<file path="src/rtl/state_mem.sv">
// Memory-access stage of the multicycle RV32 CPU. It runs load/store request and
// response handshakes, aligns store lanes, extracts loads and pulses `complete` to write-back.
module state_mem (
    input  logic        clk,
    input  logic        rst,
    input  logic        complete_pre,
    input  logic [31:0] PC_input,
    input  logic        is_load,
    input  logic        is_store,
    input  logic [2:0]  funct3,
    input  logic [31:0] alu_result,
    input  logic [31:0] rs2_data,
    input  logic [4:0]  rd_addr,
    output logic [31:0] Address,
    output logic        MemWrite,
    output logic        MemRead,
    output logic [31:0] Write_data,
    output logic [3:0]  Write_strb,
    input  logic        Mem_Req_Ready,
    input  logic [31:0] Read_data,
    input  logic        Read_data_Valid,
    output logic        Read_data_Ready,
    output logic        complete,
    output logic [31:0] PC_output,
    output logic [4:0]  RF_waddr,
    output logic [31:0] RF_wdata,
    output logic        busy
);

    typedef enum logic [1:0] {IDLE, REQ, RESP, DONE} state_t;

    state_t      state;
    logic [2:0]  funct3_q;
    logic [1:0]  offset_q;
    logic        load_q;

    logic [1:0]  in_off;
    logic [3:0]  store_strb;
    logic [7:0]  load_byte;
    logic [15:0] load_half;
    logic [31:0] load_data;

    assign in_off = alu_result[1:0];

    always_comb begin
        // NOTE: every combinational output gets a default first, so no path infers a latch.
        store_strb = 4'b0000;
        case (funct3)
            3'b000:  store_strb = 4'b0001 << in_off;
            3'b001:  store_strb = 4'b0011 << {in_off[1], 1'b0};
            3'b010:  store_strb = 4'b1111;
            default: store_strb = 4'b0000;
        endcase
    end

    // Halfword accesses ignore the low address bit; misalignment is not trapped.
    always_comb begin
        load_byte = Read_data[{offset_q, 3'b000} +: 8];
        load_half = Read_data[{offset_q[1], 4'b0000} +: 16];
        load_data = Read_data;
        case (funct3_q)
            3'b000:  load_data = {{24{load_byte[7]}}, load_byte};
            3'b100:  load_data = {24'd0, load_byte};
            3'b001:  load_data = {{16{load_half[15]}}, load_half};
            3'b101:  load_data = {16'd0, load_half};
            default: load_data = Read_data;
        endcase
    end

    // NOTE: state and every datapath register reset asynchronously, so an in-flight
    // request drops the moment rst falls rather than at the next edge.
    always_ff @(posedge clk or negedge rst) begin
        if (!rst) begin
            state           <= IDLE;
            funct3_q        <= 3'd0;
            offset_q        <= 2'd0;
            load_q          <= 1'b0;
            Address         <= 32'd0;
            MemWrite        <= 1'b0;
            MemRead         <= 1'b0;
            Write_data      <= 32'd0;
            Write_strb      <= 4'd0;
            Read_data_Ready <= 1'b0;
            complete        <= 1'b0;
            PC_output       <= 32'd0;
            RF_waddr        <= 5'd0;
            RF_wdata        <= 32'd0;
            busy            <= 1'b0;
        end else begin
            // NOTE: non-blocking assignments throughout, so every register samples pre-edge values.
            complete <= 1'b0;
            case (state)
                IDLE: begin
                    if (complete_pre) begin
                        PC_output  <= PC_input;
                        RF_waddr   <= rd_addr;
                        RF_wdata   <= alu_result;
                        funct3_q   <= funct3;
                        offset_q   <= in_off;
                        load_q     <= is_load;
                        Address    <= {alu_result[31:2], 2'b00};
                        Write_data <= rs2_data << {in_off, 3'b000};
                        Write_strb <= is_store ? store_strb : 4'b0000;
                        busy       <= 1'b1;
                        if (is_load || is_store) begin
                            state    <= REQ;
                            MemRead  <= is_load;
                            MemWrite <= is_store;
                        end else begin
                            state    <= DONE;
                            complete <= 1'b1;
                        end
                    end
                end
                REQ: begin
                    if (Mem_Req_Ready) begin
                        MemRead  <= 1'b0;
                        MemWrite <= 1'b0;
                        if (load_q) begin
                            state           <= RESP;
                            Read_data_Ready <= 1'b1;
                        end else begin
                            state    <= DONE;
                            complete <= 1'b1;
                            RF_waddr <= 5'd0;
                        end
                    end
                end
                RESP: begin
                    if (Read_data_Valid) begin
                        RF_wdata        <= load_data;
                        Read_data_Ready <= 1'b0;
                        state           <= DONE;
                        complete        <= 1'b1;
                    end
                end
                DONE: begin
                    state <= IDLE;
                    busy  <= 1'b0;
                end
                default: state <= IDLE;
            endcase
        end
    end

endmodule

</file>
<file path="config.mk">
export PLATFORM = sky130hd
export DESIGN_NAME = state_mem
export DESIGN_NICKNAME = d
export VERILOG_FILES = /design/src/rtl/state_mem.sv
export SDC_FILE = /design/constraint.sdc
export NUM_CORES = 1
export LEC_CHECK = 0
export ABC_AREA = 1
export BUFFER_PORTS_ARGS = -buffer_cell sky130_fd_sc_hd__buf_2
export CORE_AREA = 2 2 142 144
export DETAILED_ROUTE_END_ITERATION = 10
export DIE_AREA = 0 0 144 146
export PLACE_DENSITY = 0.66
export SETUP_SLACK_MARGIN = 0.15
export SLEW_MARGIN = 20
export SYNTH_ARGS = -nofsm -noshare
export SYNTH_HDL_FRONTEND = slang
export SYNTH_SLANG_ARGS = --single-unit
</file>
<file path="constraint.sdc">
create_clock -name clk -period 1.8 [get_ports clk]
set_input_delay 0.36 -clock clk [delete_from_list [all_inputs] [get_ports clk]]
set_output_delay 0.36 -clock clk [all_outputs]
set_load 0.03 [all_outputs]
</file>
* Yosys cells after proc, flatten, opt, wreduce, memory -nomap -nowiden *
Index checks and enable logic that the tools add are counted.

storage, ports and cells
  flip-flop bits (word level) = 148
  word-level logic and storage cells = 84
  output and inout bits = 142
  bits of input ports = 143

cells by class
  multiplexer cells = 35
  shifts and indexed selects = 5
  reductions and logical operators = 15
  equal/unequal tests = 14

operator list
  operator             count
  $pmux 32 s4          1
  $mux 32              2
  $pmux 32 s2          1
  $shiftx 32x6->16     1
  $shiftx 32x6->8      1
  $shl 32x5->32        1
  $mux 1               15
  $mux 5               3
  $ne 2x2->1 const B   6
  $pmux 4 s3           1
  $reduce_and 4->1     3
  $pmux 5 s2           1
  $mux 2               4
  $pmux 1 s2           4
  $pmux 2 s4           1
  $reduce_bool 2->1    4
  $eq 3x1->1 const B   2
  $eq 3x3->1 const B   2
  $logic_not 3->1      2
  $reduce_and 3->1     2
  $eq 2x2->1 const B   2
  $mux 4               1
  $reduce_and 2->1     2
  $shl 1x2->4 const A  1
  6 further kinds      6

* Logic depth before layout (Yosys ltp) *
  depth in word-level cells = 4
  depth in mapped cells = 10
  mapped depth without buffers = 9

* Worst setup path after synthesis *
No wires, ideal clock.

  path type = register to register
  start point = register state[0]
  end point = register RF_wdata[21]
  data required time = 1683 ps
  stages on the path, launching flop included = 9
  setup time = 117 ps
  arrival = 1459 ps
  slack = 224 ps
  period minus slack after synthesis = 1576 ps
  path buffers = 2
  cells stage by stage = dfrtp_1 > inv_1 > ha_1 > inv_2 > buf_4 > clkbuf_1 > a21oi_1 > nand2_1 > nand2_1

between the ends
  cells in the longest elaborated chain, start to end = 3
  elaborated cells between the ends (all ways) = 7
  those cells by class = eq/ne (3); mux (1); reduce/logical (3)

ends and longest elaborated chain
  what                                                                     RTL line  RTL
  start, declared                                                          32        state_t state;
  start signal, assigned                                                   74        state <= IDLE;
  start signal, assigned                                                   106       state <= REQ;
  start signal, assigned                                                   110       state <= DONE;
  $eq 2x2->1 / $logic_not 2->1 (equally long branches)                     92        case (state)
  $ne 2x2->1 (no source line) / $reduce_bool 2->1 (equally long branches)  --
  $reduce_and 3->1 (no source line)                                        --
  end signal, assigned                                                     97        RF_wdata <= alu_result;
  end signal, assigned                                                     131       RF_wdata <= load_data;
  end, declared                                                            26        output logic [31:0] RF_wdata,

Parallel ways exist; a longest one is shown, timed or not.
A chain may end at the register's enable or synchronous reset.

* Final worst setup path *
  start point = register state[1]
  end point = register state[1]

between the ends
  cells in the longest elaborated chain, start to end = 3
  elaborated cells between the ends (all ways) = 9
  those cells by class = eq/ne (6); mux (1); reduce/logical (2)

ends and longest elaborated chain
  what                                      RTL line
  $eq 2x2->1, or another cell as far along  92
  $ne 2x2->1 (no source line)               --
  $reduce_and 3->1 (no source line)         --

Parallel ways exist; a longest one is shown, timed or not.

==> results.sh <==
export IMPL_outcome="completed"
export IMPL_finalCriticalPeriod_ns=1.56
export IMPL_die_y_um=146
export IMPL_fmaxAchievable_ghz=0.642
export IMPL_worst_pin_slew_ns=0.720
export IMPL_layout_commonest_cell="nand2_1"
export IMPL_multi_input_area_um2=2900
export IMPL_postLayoutCoreUtil_pct=49.5
export IMPL_p_leak_uw=0.00520
export IMPL_htreeDepth=4
export IMPL_area_growth_pct=35.1
export IMPL_synth_cell_types=37
export IMPL_yosys_warnings=0
export IMPL_p_switching_uw=9480
export IMPL_final_nets=1312
export IMPL_cts_sinks=148
export IMPL_drc_errors=0
export IMPL_gp_congestion=0.855
export IMPL_cts_tree="yes"
export IMPL_finalSetupViolCount=0
export IMPL_coreArea_um2=19300
export IMPL_sw_frac_of_total_pct=48.3
export IMPL_final_cell_mix="nand2_1, buf_2, dfrtp_1"
export IMPL_final_max_slew_violation_count=0
export IMPL_path_cells="inv_2 -> ha_2 -> nand2_1 -> o21ai_0 -> a21oi_2 -> o211ai_1 -> o21ai_0"
export IMPL_track_usage_pct=21.6
export IMPL_critPathMaxFanout=7
export IMPL_numCtsBuffers=17
export IMPL_synth_largest_area_cell="dfrtp_1"
export IMPL_grt_pass1_vias=6796
export IMPL_start_kind="register"
export IMPL_vias_per_cell=4.88
export IMPL_fillers=1935
export IMPL_dieArea_um2=21000
export IMPL_drt_total_wl_um=22800
export IMPL_grt_overflow_total=0
export IMPL_postSynth_asyncResetShare_pct=100
export IMPL_combPwrFrac_pct=51.7
export IMPL_hold_class="primary input to register"
export IMPL_synthCells=881
export IMPL_rsz0062_at_grt="false"
export IMPL_fp_dieW_um=144
export IMPL_start_util_pct=36.6
export IMPL_root_buffer="clkbuf_16"
export IMPL_clkTransAtPathRegs_ns=0.07
export IMPL_fin_skew_ns=0.00778
export IMPL_ant_nets=0
export IMPL_cp_slowest_cell="dfrtp_1"
export IMPL_detail_route_wl_per_cell_um=15.8
export IMPL_endpoint_kind="register"
export IMPL_p_clk_share_pct=18.9
export IMPL_grt_max_degree=60
export IMPL_cp_arrival_ns=1.84
export IMPL_p_int_uw=10100
export IMPL_num_rows=51
export IMPL_place_hpwl_um=16700
export IMPL_clk_latency_ns=0.42
export IMPL_synth_area_top_cells="dfrtp_1, nand2_1, a21oi_1, o21ai_0, inv_1"
export IMPL_slew_headroom_pct=51.9
export IMPL_cpPeakStageDelay_ns=0.43
export IMPL_grt_pass1_wl_um=35600
export IMPL_regArea_um2=3710
export IMPL_io_pins=285
export IMPL_synth_area_um2=7080
export IMPL_synth_area_per_cell_um2=8.04
export IMPL_peakVddDrop_uv=796
export IMPL_crit_type="register to register"
export IMPL_setup_tns_ns=0
export IMPL_yosysSeqAreaShare_pct=52.3
export IMPL_synth_edf_count=0
export IMPL_hold_viol_final=0
export IMPL_cts_buffer_depth=2
export IMPL_critPathMostFrequentCell="o21ai_0"
export IMPL_ys_ff_latch=148
export IMPL_antenna_found_initial=2
export IMPL_vias=7035
export IMPL_dr_pass1_iters=5
export IMPL_crit_required_ns=2.08
export IMPL_drive_above_1_share_pct=32.1
export IMPL_port_buffers=282
export IMPL_power_density_nw_per_um2=2050
export IMPL_pwr_share_seq_pct=29.4
export IMPL_finalCritPeriodShare_pct=86.5
export IMPL_drt_iter0_markers=411
export IMPL_synth_main_ff_cell="dfrtp_1"
export IMPL_cap_violations=0
export IMPL_synth_top_cell_area_share_pct=52.3
[worst max-delay path: cells and delay by family, from the launching register on]
family | cells | cell delay [ns]
AOI/OAI and AO/OA | 4 | 0.48
adders and majority gates | 1 | 0.26
buffers and inverters | 1 | 0.12
DFF | 1 | 0.43
and+or+nand+nor | 1 | 0.12
[sequential cells by signal, indices dropped and copies added, names as in the netlist]
name / cells
MemWrite: 1
offset_q: 2
MemRead: 1
load_q: 1
Write_data: 32
Read_data_Ready: 1
Address: 30
PC_output: 32
Write_strb: 4
RF_wdata: 32
busy: 1
complete: 1
funct3_q: 3
state: 2
RF_waddr: 5
[metrics by stage]
stage	cells	setup WS, ns	hold WS (ns)	cell area [µm²]	power [µW]
CTS	1438	0.146	0.105	9440	19400
global placement	1405	0.119	0.317	8820	15500
global route	1443	0.111	0.113	9560	21000
floorplan	882	0.224	0.0644	7080	12600
detailed placement	1405	0.0578	0.313	8820	15600
finish	1443	0.243	0.125	9560	19600
[power groups by stage]
stage | sequential, µW | combinational, µW | clock [µW]
5_1_grt | 5970 | 11100 | 3950
2_1_floorplan | 8540 | 4070 | 0
3_5_place_dp | 5770 | 9840 | 0
4_1_cts | 5750 | 9900 | 3780
6_report | 5770 | 10200 | 3710
3_3_place_gp | 5760 | 9720 | 0
[synth_stat cells, types with 4 or more instances]
library cell  number
o221ai_1           4
buf_4             11
nand2_1          312
dfrtp_1          148
a22oi_1            8
inv_1             58
a32o_1             4
nand2_2            6
a31oi_1           13
ha_1               5
a21oi_1           90
clkbuf_1          19
nand3_1           36
o21ai_0           54
nor2_1            47
buf_6              4
a22o_1             8
buf_2             19
o211ai_1           6
inv_2              4
o21ai_1            4
[path summary, 6_finish.rpt]
check                                               from  depth (start not counted)  slack (ns)                   endpoint
worst min register to register  PC_output[0]$_DFFE_PN0P_                          2        0.47   PC_output[0]$_DFFE_PN0P_
min in group asynchronous                            rst                          2        0.42     Address[9]$_DFFE_PN0P_
max in group asynchronous                            rst                          3        0.78  PC_output[23]$_DFFE_PN0P_
worst max register to register      state[1]$_DFFE_PN0P_                          7        0.24       state[1]$_DFFE_PN0P_
worst min-delay path                        PC_input[13]                          3        0.13  PC_output[13]$_DFFE_PN0P_
worst max-delay path                state[1]$_DFFE_PN0P_                          7        0.24       state[1]$_DFFE_PN0P_
[layout make-up]
cell class | count | area share, %
Sequential cell | 148 | 38.8
Antenna cell | 1 | 0.0262
Inverter | 64 | 2.67
Timing Repair Buffer | 317 | 18.4
Clock inverter | 15 | 1.88
Multi-Input combinational cell | 616 | 30.4
Clock buffer | 17 | 4.45
Tap cell | 265 | 3.47
[timing repair]
| item | in CTS | in global routing |
|---|---|---|
| hold endpoints to repair | 35 | 0 |
| setup endpoints to repair | 27 | 81 |
| cloned | 0 | 1 |
| pin swaps | 0 | 2 |
| resized for setup | 4 | 20 |
| hold buffers | 1 | 0 |
| setup buffers | 0 | 3 |
[per-layer routing]
layer	GRT usage, %	vias to the layer above	share of wire [%]
met1	27.4	3299	42
met4	6.81	0	1.9
met3	6.22	33	8.1
li1	-	3429	-
met2	35.4	274	48
met5	0	-	0
[kinds of logic after synthesis]
kind of cell / synth area share [%]
and+or+nand+nor: 22.8
AOI/OAI and AO/OA: 16.3
DFF: 52.3
buffers and inverters: 7.63
adders and majority gates: 0.884
other: 0.0530
Note: power is estimated with default switching activity, not from simulation.
